`config.mk`:
```
export PLATFORM = sky130hd
export DESIGN_NAME = ysyx_23060025_write_queue
export DESIGN_NICKNAME = d
export VERILOG_FILES = /design/src/rtl/ysyx_23060025_write_queue.sv
export SDC_FILE = /design/constraint.sdc
export NUM_CORES = 1
export LEC_CHECK = 0
export CAP_MARGIN = 20
export CELL_PAD_IN_SITES_DETAIL_PLACEMENT = 1
export CELL_PAD_IN_SITES_GLOBAL_PLACEMENT = 2
export CORE_ASPECT_RATIO = 0.75
export CORE_MARGIN = 1
export CORE_UTILIZATION = 48
export DETAILED_ROUTE_END_ITERATION = 8
export PLACE_DENSITY_LB_ADDON = 0.1
export SYNTH_ARGS = -nofsm -noshare
export SYNTH_HDL_FRONTEND = slang
export SYNTH_SLANG_ARGS = --single-unit
export TNS_END_PERCENT = 20
```
`constraint.sdc`:
```
create_clock -name clock -period 16.16 [get_ports clock]
set_input_delay 3.232 -clock clock [delete_from_list [all_inputs] [get_ports clock]]
set_output_delay 3.232 -clock clock [all_outputs]
set_load 0.005 [all_outputs]
```
`src/rtl/ysyx_23060025_write_queue.sv`:
```
// rtl/ysyx_23060025_write_queue.sv - posted-write queue from D-cache/LSU to AXI4 AW/W/B channels
//
// Purpose: buffers byte/half/word stores and full cache-line write-backs in a
// DEPTH-entry circular FIFO. Entries drain in order, one AXI burst per entry.
// The head entry stays in the queue until its B response is accepted.
//
// Configuration macro: WQ_HAZARD_CHECK_EN
//   defined   - q_hit compares q_addr's line against every pending entry
//   undefined - q_hit = ~wq_empty (stall any read while writes are pending)
//
// Ports:
//   clock, reset          clock; synchronous active-high reset
//   in_pwr_req/addr/data/strb/type, in_pwrdy   enqueue side (in_pwrdy = not full)
//   wq_empty              no entries, including the one in flight
//   q_addr, q_hit         line-address hazard query
//   wr_err                sticky non-OKAY B response flag
//   axi_addr_w_*          AW channel
//   axi_w_*               W channel
//   axi_bkwd_*            B channel
`ifndef MACRO_CACHE_LINE_OFF_ADDR_W
`define MACRO_CACHE_LINE_OFF_ADDR_W 4
`endif

module ysyx_23060025_write_queue #(
  parameter int ADDR_WIDTH = 32,
  parameter int DATA_WIDTH = 32,
  parameter int LINE_OFF_W = `MACRO_CACHE_LINE_OFF_ADDR_W,
  parameter int DEPTH      = 4
) (
  input  logic                      clock,
  input  logic                      reset,
  input  logic                      in_pwr_req,
  input  logic [ADDR_WIDTH-1:0]     in_pwaddr,
  input  logic [(8<<LINE_OFF_W)-1:0] in_pwdata,
  input  logic [3:0]                in_pwstrb,
  input  logic [2:0]                in_pwtype,
  output logic                      in_pwrdy,
  output logic                      wq_empty,
  input  logic [ADDR_WIDTH-1:0]     q_addr,
  output logic                      q_hit,
  output logic                      wr_err,
  output logic [ADDR_WIDTH-1:0]     axi_addr_w_addr_o,
  output logic                      axi_addr_w_valid_o,
  output logic [7:0]                axi_addr_w_len_o,
  output logic [2:0]                axi_addr_w_size_o,
  input  logic                      axi_addr_w_ready_i,
  output logic [DATA_WIDTH-1:0]     axi_w_data_o,
  output logic [3:0]                axi_w_strb_o,
  output logic                      axi_w_valid_o,
  output logic                      axi_w_last_o,
  input  logic                      axi_w_ready_i,
  input  logic                      axi_bkwd_valid_i,
  input  logic [1:0]                axi_bkwd_resp_i,
  output logic                      axi_bkwd_ready_o
);

  localparam int LINE_W = 8 << LINE_OFF_W;
  localparam int BEATS  = (1 << LINE_OFF_W) / 4;
  localparam int IW     = $clog2(DEPTH);
  localparam int PW     = IW + 1;
  localparam int BW     = (LINE_OFF_W - 2 > 1) ? (LINE_OFF_W - 2) : 1;

  localparam logic [1:0] S_IDLE = 2'd0;
  localparam logic [1:0] S_AW   = 2'd1;
  localparam logic [1:0] S_W    = 2'd2;
  localparam logic [1:0] S_B    = 2'd3;

  localparam logic [2:0] T_LINE = 3'b100;

  logic [ADDR_WIDTH-1:0] addr_mem [DEPTH];
  logic [LINE_W-1:0]     data_mem [DEPTH];
  logic [3:0]            strb_mem [DEPTH];
  logic [2:0]            type_mem [DEPTH];

  logic [PW-1:0] wr_ptr, rd_ptr, count;
  logic [1:0]    state;
  logic [BW-1:0] beat;

  logic [IW-1:0]         head;
  logic [ADDR_WIDTH-1:0] head_addr;
  logic [LINE_W-1:0]     head_data;
  logic [2:0]            head_type;
  logic                  head_is_line;
  logic                  do_enq, w_hs, b_hs;

  // Pointers carry a wrap bit so full and empty are distinguishable.
  assign count    = wr_ptr - rd_ptr;
  assign in_pwrdy = (count != PW'(DEPTH));
  assign wq_empty = (count == '0);
  assign do_enq   = in_pwr_req & in_pwrdy;

  assign head         = rd_ptr[IW-1:0];
  assign head_addr    = addr_mem[head];
  assign head_data    = data_mem[head];
  assign head_type    = type_mem[head];
  assign head_is_line = (head_type == T_LINE);

  assign axi_addr_w_valid_o = (state == S_AW);
  assign axi_addr_w_addr_o  = head_addr;
  assign axi_addr_w_len_o   = head_is_line ? 8'(BEATS - 1) : 8'd0;

  always_comb begin
    case (head_type)
      3'b000:  axi_addr_w_size_o = 3'd0;
      3'b001:  axi_addr_w_size_o = 3'd1;
      default: axi_addr_w_size_o = 3'd2;
    endcase
  end

  assign axi_w_valid_o = (state == S_W);
  assign axi_w_data_o  = head_data[beat*DATA_WIDTH +: DATA_WIDTH];
  assign axi_w_strb_o  = head_is_line ? 4'hF : strb_mem[head];
  assign axi_w_last_o  = (8'(beat) == axi_addr_w_len_o) && (state == S_W);

  assign axi_bkwd_ready_o = (state == S_B);

  assign w_hs = axi_w_valid_o & axi_w_ready_i;
  assign b_hs = axi_bkwd_valid_i & axi_bkwd_ready_o;

`ifdef WQ_HAZARD_CHECK_EN
  // Only entries between rd and wr are live; the in-flight head counts until
  // its B handshake. A same-cycle enqueue is not yet in count, so it is skipped.
  logic [IW-1:0] scan_idx;
  always_comb begin
    q_hit    = 1'b0;
    scan_idx = '0;
    for (int k = 0; k < DEPTH; k++) begin
      scan_idx = head + IW'(k);
      if ((PW'(k) < count) &&
          (addr_mem[scan_idx][ADDR_WIDTH-1:LINE_OFF_W] == q_addr[ADDR_WIDTH-1:LINE_OFF_W]))
        q_hit = 1'b1;
    end
  end
`else
  logic unused_q_addr;
  assign unused_q_addr = ^q_addr;
  assign q_hit         = ~wq_empty;
`endif

  always_ff @(posedge clock) begin
    if (do_enq) begin
      addr_mem[wr_ptr[IW-1:0]] <= in_pwaddr;
      data_mem[wr_ptr[IW-1:0]] <= in_pwdata;
      strb_mem[wr_ptr[IW-1:0]] <= in_pwstrb;
      type_mem[wr_ptr[IW-1:0]] <= in_pwtype;
    end
  end

  always_ff @(posedge clock) begin
    if (reset) begin
      state  <= S_IDLE;
      wr_ptr <= '0;
      rd_ptr <= '0;
      beat   <= '0;
      wr_err <= 1'b0;
    end else begin
      if (do_enq) wr_ptr <= wr_ptr + PW'(1);
      if (b_hs)   rd_ptr <= rd_ptr + PW'(1);
      case (state)
        S_IDLE: if (count != '0) state <= S_AW;
        S_AW: if (axi_addr_w_ready_i) begin
          state <= S_W;
          beat  <= '0;
        end
        S_W: if (w_hs) begin
          beat <= beat + BW'(1);
          if (axi_w_last_o) state <= S_B;
        end
        S_B: if (b_hs) begin
          if (axi_bkwd_resp_i != 2'b00) wr_err <= 1'b1;
          // count still includes the entry being retired here.
          state <= (count > PW'(1)) ? S_AW : S_IDLE;
        end
        default: state <= S_IDLE;
      endcase
    end
  end

endmodule

```
# --- After elaboration in Yosys (flattened, before gate mapping) ---
# Memory sizes are Yosys's and may differ from the RTL's. A register that Yosys moved wholly into a read port is not among the register bits.
# Index checks and enable logic that the tools add are counted.
# Widths: inputs -> output; s select.
classes:
  n_eq_ne: 12
  order_cmp: 1
  n_shift: 1
  n_addsub: 4
  n_mux: 23
  bitwise: 4
  reduce_logical: 10
ops:
  columns: ["cell", "n"]
  rows:
  - ["$shiftx 128x8->32", 1]
  - ["$mux 2", 16]
  - ["$ne 2x1->1 const B", 4]
  - ["$pmux 2 s2", 2]
  - ["$pmux 2 s4", 1]
  - ["$add 3x1->3 const B", 2]
  - ["$logic_not 3->1", 2]
  - ["$reduce_and 3->1", 2]
  - ["$reduce_and 5->1", 1]
  - ["$eq 2x2->1 const B", 2]
  - ["$mux 4", 1]
  - ["$reduce_bool 2->1", 2]
  - ["$and 1x1->1", 3]
  - ["$eq 3x1->1 const B", 1]
  - ["$eq 3x3->1 const B", 1]
  - ["$gt 3x1->1 const B", 1]
  - ["$mux 1", 3]
  - ["$ne 3x3->1 const B", 1]
  - ["$reduce_bool 3->1", 1]
  - ["$sub 3x3->3", 1]
  - ["$add 2x1->2 const B", 1]
  - ["$eq 2x1->1 const B", 1]
  - ["$eq 2x2->1", 1]
  - ["$logic_not 2->1", 1]
  - ["3 further kinds", 3]
word_totals:
  mem_bits_rw: 668
  out_inout_bits: 87
  inputBits: 207
  mem_count: 4
  word_cells: 64
  register_bits: 11
memory_table:
  columns: ["memory", "depth", "word_bits", "read_ports", "rd_ports_with_merged_regs", "wr", "line", "rtl"]
  rows:
  - ["data_mem", 4, 128, 1, 1, 1, "71", "logic [LINE_W-1:0] data_mem [DEPTH];"]
  - ["addr_mem", 4, 32, 1, 1, 1, "70", "logic [ADDR_WIDTH-1:0] addr_mem [DEPTH];"]
  - ["strb_mem", 4, 4, 1, 1, 1, "72", "logic [3:0] strb_mem [DEPTH];"]
  - ["type_mem", 4, 3, 1, 1, 1, "73", "logic [2:0] type_mem [DEPTH];"]

# --- Longest topological paths before layout ---
# Gate-level depths: netlist of run 1.
depth:
  ltp_word: 7
  ltp_mapped: 8
  ltp_nobuf: 8

# --- Least setup slack after synthesis of run 1 ---
# No wires, ideal clock.
synth_path:
  kind: "input -> register"
  start: "in in_pwr_req"
  end: "mem addr_mem[3][0] (enable)"
  setup_slack_ns: 8.110
  cell_stages: 3
  n_path_buf: 0
  required_ns: 15.611
  arrival_ns: 7.501
  setup_ns: 0.549
  path_cell_list: "inv_1 -> a31oi_1 -> and2_1"
synth_between:
  elab_chain_len: 3
synth_lines:
  columns: ["item", "line", "rtl"]
  rows:
  - ["from (decl)", "32", "input logic in_pwr_req,"]
  - ["$and 1x1->1", "90", "assign do_enq = in_pwr_req & in_pwrdy;"]
  - ["$mux 1", "141", "if (do_enq) begin"]
  - ["$mux 1 (not written as such)", "142", "addr_mem[wr_ptr[IW-1:0]] <= in_pwaddr;"]
  - ["to (decl)", "70", null]
# Every way passes these cells.

==> flow_metrics.tcl, run 1 <==
set metrics [dict create \
    synthTopCellsByCount "edfxtp_1, mux4_2, buf_2" \
    viasPerCell 5.493 \
    ys_ff_latch 681 \
    synth-edff-count 668 \
    hold_viol 0 \
    yosys_warnings 0 \
    row_count 73 \
    p_switching_uw 834.2 \
    place_congestion 0.7141 \
    cts_resized 0 \
    period_needed_ns 8.158 \
    power_uw 3918 \
    postCtsHoldBufs 0 \
    die-area_um2 54540 \
    reg2reg_depth 8 \
    postSynthCellCount 1022 \
    cts_setup_buffers 0 \
    maxCapViolations 0 \
    drive_above_1_share_pct 24.01 \
    dp_hpwl_um 30080 \
    grt_pass1_vias 12384 \
    antenna_found_initial 14 \
    clk_path_buf_depth 3 \
    max_freq_mhz 122.6 \
    synth_area_um2 25730 \
    max_slew_margin_pct 32.59 \
    clkPwrFrac_pct 37.9 \
    critPathSlowestCell "buf_4" \
    slew_viol_final 0 \
    wl_per_cell_um 24.74 \
    setup_tns_ns 0 \
    sequentialPowerShare_pct 53.1 \
    clockRootBuffer "clkbuf_16" \
    clkSlewWorstSetupHoldPaths_ns 0.06 \
    power_frac_comb_pct 9.1 \
    syn_to_final_growth_pct 20.99 \
    start_util_pct 48.57 \
    yosysMostFrequentCell "edfxtp_1" \
    tightest_slew_ns 1.011 \
    first_pass_iters 7 \
    holdCritStartpoint "wr_err" \
    cts.htree.levels 3 \
    fin_util_pct 58.76 \
    cp.buffers_inverters 3 \
    skew_ns 0.01932 \
    grt_overflow 0 \
    pre_cts_ws_ns 8.375 \
    io_pins 294 \
    synth.avg_cell_area_um2 25.18 \
    r2r_slack_ns 11.58 \
    die_w_um 269.3 \
    grt_first_pass_wirelength_um 77840 \
    cts_tree "built" \
    worstSetupPathType "register to primary output" \
    crit_family "buffers and inverters" \
    vias 11426 \
    synth_top_area_share_pct 77.96 \
    cts_buffers 68 \
    cpPeakStageDelay_ns 0.89 \
    synth_cell_types 38 \
    ys_top_cells_by_area "edfxtp_1, mux4_2, dfxtp_1" \
    ys_async_sr_fraction_pct 0 \
    p_int_uw 3084 \
    core-area_um2 52980 \
    synth_seq_area_share_pct 78.97 \
    crit_chain "buf_4, buf_4, mux4_2, mux4_2, clkdlybuf4s50_1" \
    post-route-drc-count 0 \
    grt_max_degree 64 \
    p_leak_uw 0.009642 \
    port_buffers 254 \
    hp-class "register to register" \
    vdd_drop_max_uv 93.19 \
    netSwitchingFraction_pct 21.29 \
    whs_path_depth 2 \
    post-route-period-util_pct 50.48 \
    finalNetCount 1532 \
    ant_nets 0 \
    arrival_ns 4.93 \
    drt-total-wl_um 51470 \
    first_iter_violations 677 \
    grt.total_usage_pct 19.27 \
    cts.sinks 681 \
    setup_slack_ns 8.002 \
    crit_path_start_kind "register" \
    synth_top_area_cell "edfxtp_1" \
    finalSetupViolCount 0 \
    clk_latency_ns 0.60 \
    yosys_most_used_dff "edfxtp_1" \
    endpoint_kind "primary output" \
    die_h_um 202.5 \
    rsz0062_at_grt "no" \
    status "finished clean" \
    regToRegStartpoint "wr_ptr[0]" \
    cp.required_ns 12.93 \
    power_density_nw_per_um2 125.9 \
    cp_max_fo 45 \
    min_to "wr_err" \
    r2r-end "data_mem[3][122]" \
]
## kinds of logic after synthesis
family | count (synthesis) | share of synthesized area (%)
other | 1 | 0.01457
flip-flops | 681 | 78.97
AO/OA/AOI/OAI | 15 | 0.5106
adder cells (fa/ha/maj) | 12 | 0.6127
buffers and inverters | 64 | 1.269
XOR/XNOR | 5 | 0.2286
multiplexers | 202 | 17.54
AND/OR/NAND/NOR | 42 | 0.8559
## worst max-delay path by stage
stage          startpoint  slack [ns]               end  cells after the start
6_report         register        8.00  axi_w_data_o[20]                      5
5_1_grt          register        7.50  axi_w_data_o[18]                      5
4_1_cts          register        7.73  axi_w_data_o[20]                      5
3_5_place_dp     register        8.37  axi_w_data_o[20]                      5
3_3_place_gp     register        8.36  axi_w_data_o[20]                      5
2_1_floorplan  in_pwr_req        8.11    addr_mem[3][0]                      3
## worst reg2reg max path, cell delays in order (launching register included)
cell and delay, ns:
dfxtp_1 0.41, inv_1 0.11, ha_1 0.22, fa_1 0.38
xor3_1 0.27, a31oi_1 0.61, and2_4 0.58, buf_4 0.80
buf_4 0.79
## flip-flops by register name, summed over array words and instances (netlist names), named ones only
register,flops
type_mem,12
beat,2
state,2
wr_err,1
rd_ptr,3
wr_ptr,3
strb_mem,16
data_mem,512
addr_mem,128
## through the flow
stage / area (um2) / hold slack (ns) / std cells
2_1_floorplan: 25750 / 0.4633 / 1028
3_3_place_gp: 29040 / 0.4549 / 1955
3_5_place_dp: 29040 / 0.4720 / 1955
4_1_cts: 31110 / 0.4864 / 2074
5_1_grt: 31120 / 0.5172 / 2075
6_report: 31130 / 0.4769 / 2080
## cells in the final DEF (no fill, tap or decap), types with 3 or more instances in the layout
master | Yosys | routed
inv_1 | 9 | 9
buf_4 | 11 | 16
clkdlybuf4s50_1 | 0 | 254
nor2_1 | 17 | 17
dfxtp_4 | 0 | 3
nand2_1 | 5 | 5
mux2i_1 | 3 | 3
clkbuf_1 | 15 | 11
conb_1 | 1 | 7
nand3_1 | 3 | 3
clkinv_2 | 0 | 13
clkbuf_16 | 0 | 70
ha_1 | 11 | 11
diode_2 | 0 | 6
clkinv_1 | 0 | 14
bufinv_16 | 0 | 3
inv_6 | 0 | 4
mux4_2 | 199 | 199
edfxtp_1 | 668 | 668
or2_2 | 5 | 5
nand2b_1 | 3 | 3
a21oi_1 | 3 | 3
and2_4 | 0 | 4
dfxtp_1 | 13 | 9
## area by class of cell
type	instances	area, um2
Fill cell	4374	21850
Sequential cell	681	20330
Multi-Input combinational cell	283	5116
Timing Repair Buffer	270	2663
Clock buffer	81	1793
Tap cell	712	890.9
Clock inverter	38	286.5
Inverter	9	33.78
Antenna cell	6	15.01
## routing by layer
| layer | track usage [%] | wire [um] |
|---|---|---|
| met5 | 0 | 100 |
| met4 | 4.850 | 891 |
| met3 | 6.564 | 3652 |
| met1 | 25.86 | 21900 |
| met2 | 30.55 | 24920 |
## power by group through the flow
stage	Combinational (uW)	Sequential (uW)	Clock [uW]
after floorplan	193	2110	0
after global placement	357	2110	0
after detailed placement	361	2120	0
after CTS	363	2080	1530
after global routing	383	2090	1580
final	355	2080	1480
No activity file was read; power rests on OpenSTA's default activity.
==> inputs of run 2 (changes only) <==
--- a/config.mk
+++ b/config.mk
@@ -10,7 +10,7 @@
 export CELL_PAD_IN_SITES_GLOBAL_PLACEMENT = 2
 export CORE_ASPECT_RATIO = 0.75
 export CORE_MARGIN = 1
-export CORE_UTILIZATION = 48
+export CORE_UTILIZATION = 40
 export DETAILED_ROUTE_END_ITERATION = 8
 export PLACE_DENSITY_LB_ADDON = 0.1
 export SYNTH_ARGS = -nofsm -noshare
==> constraint.sdc (replaced) <==
create_clock -name clock -period 6.8 [get_ports clock]
set_input_delay 1.36 -clock clock [delete_from_list [all_inputs] [get_ports clock]]
set_output_delay 1.36 -clock clock [all_outputs]
set_load 0.005 [all_outputs]
==> flow_metrics.tcl, run 2 (synthesis gave the netlist of run 1 again) <==
set metrics [dict create \
    slew_viol_final 0 \
    power_density_nw_per_um2 299.3 \
    power_uw 9434 \
    clk_latency_ns 0.60 \
    place_congestion 0.6935 \
    syn_to_final_growth_pct 22.51 \
    dp_cells 2104 \
    hold_viol 0 \
    cp.buffers_inverters 2 \
    cts_tree "built" \
    viasPerCell 5.106 \
    cp.required_ns 5.44 \
    first_pass_iters 6 \
    grt_pass1_vias 12573 \
    layout_commonest_cell "edfxtp_1" \
    cts.sinks 681 \
    setup_tns_ns 0 \
    dp_hpwl_um 30320 \
    mostFrequentLayoutCells "edfxtp_1, clkdlybuf4s50_1, mux4_2" \
    die-area_um2 65350 \
    regArea_um2 20330 \
    multi_input_area_um2 5116 \
    first_iter_violations 726 \
    cpPeakStageDelay_ns 0.84 \
    drive_above_1_share_pct 24.12 \
    min_to "wr_err" \
    skew_ns 0.01276 \
    p_leak_uw 0.009701 \
    io_pins 294 \
    status "finished clean" \
    max_slew_margin_pct 30.51 \
    crit_path_start_kind "register" \
    worstSetupPathType "register to primary output" \
    endpoint_kind "primary output" \
    wl_per_cell_um 24.23 \
    fill_cells 5596 \
    cp_num_cells 4 \
    r2r-end "data_mem[2][3]" \
    cts_buffers 70 \
    post-route-period-util_pct 70.55 \
    ant_nets 0 \
    clk_path_buf_depth 3 \
    period_needed_ns 4.798 \
    grt_first_pass_wirelength_um 81720 \
    vdd_drop_max_uv 182.3 \
    critPathSlowestCell "dfxtp_4" \
    finalNetCount 1534 \
    crit_family "buffers and inverters" \
    max_freq_mhz 208.4 \
    clockRootBuffer "clkbuf_16" \
    postPlaceCellArea_um2 29360 \
    fin_util_pct 49.59 \
    whs_path_depth 2 \
    cts_resized 0 \
    grt.total_usage_pct 16.97 \
    clkSlewWorstSetupHoldPaths_ns 0.06 \
    maxCapViolations 0 \
    row_count 80 \
    tightest_slew_ns 1.042 \
    antenna_found_initial 6 \
    fin_area_um2 31520 \
    vias 11396 \
    start_util_pct 40.48 \
    die_h_um 221.6 \
    cts_setup_buffers 0 \
    drt-total-wl_um 54090 \
    post-route-drc-count 0 \
    crit_chain "buf_4, mux4_2, mux4_2, clkdlybuf4s50_1" \
    grt_overflow 0 \
    r2r_slack_ns 2.99 \
    cts.htree.levels 3 \
    arrival_ns 3.44 \
    reg2reg_depth 7 \
    finalSetupViolCount 0 \
    postCtsHoldBufs 0 \
    hp-class "register to register" \
    die_w_um 294.9 \
    port_buffers 254 \
    largest_reg_flops 512 \
    grt_max_degree 94 \
    crit_top_cell "mux4_2" \
    rsz0062_at_grt "no" \
    holdCritStartpoint "wr_err" \
    core-area_um2 63560 \
    final_cells 2232 \
    cp_max_fo 44 \
    regToRegStartpoint "wr_ptr[0]" \
]
## run 2: cell count changes in the layout (fill, tap and decap cells not counted), sizes merged
| cell | change |
|---|---|
| clkinv | -2 |
| clkinvlp | +2 |
| inv | -1 |
| diode | -3 |
| clkbuf | +7 |
## run 2: how the worst max path moves through the flow
| stage | from | slack [ns] | endpoint |
|---|---|---|---|
| 2_1_floorplan | in_pwr_req | 0.62 | addr_mem[3][0] |
| 3_3_place_gp | register | 2.53 | axi_w_data_o[20] |
| 3_5_place_dp | in_pwr_req | 2.52 | addr_mem[2][21] |
| 4_1_cts | register | 1.88 | axi_w_data_o[20] |
| 5_1_grt | register | 1.75 | axi_w_data_o[20] |
| 6_report | register | 2.00 | axi_w_data_o[20] |
## run 2: final cells by class
cell class / instances / share of cell area [%]
inverter: 9 / 0.1072
clock inverter: 37 / 0.9963
antenna: 3 / 0.02382
sequential: 681 / 64.50
timing repair buffer: 270 / 8.883
clock buffer: 88 / 5.839
multi-input combinational: 283 / 16.23
tap: 861 / 3.418
## run 2: metrics by stage
step,worst slack (ns),hold WS [ns]
after floorplan,0.6224,0.4633
after global placement,2.528,0.4739
after detailed placement,2.518,0.4730
after CTS,1.882,0.4930
after global routing,1.753,0.5182
final,2.002,0.4820
## run 2: power by group
group	switching (uW)	internal, uW	leakage (uW)
Clock	1580	2050	0.00105
Sequential	76.1	4860	0.00624
Combinational	390	477	0.00241
Total	2050	7390	0.00970
## run 2: routing by layer
metal | GRT usage [%] | vias up | wire, um
met1 | 23.61 | 6071 | 23960
li1 | - | 4998 | -
met4 | 4.654 | 10 | 1140
met2 | 26.57 | 229 | 25830
met3 | 4.421 | 88 | 3105
met5 | 0 | - | 56
## run 2: worst reg2reg max path: cells and delay by family, from the launching register on
family,cells,cell delay [ns]
simple gates,1,0.79
buf+inv,2,0.60
flops,1,0.39
xor+xnor,1,0.25
fa+ha+maj,2,0.59
compound gates,1,0.61
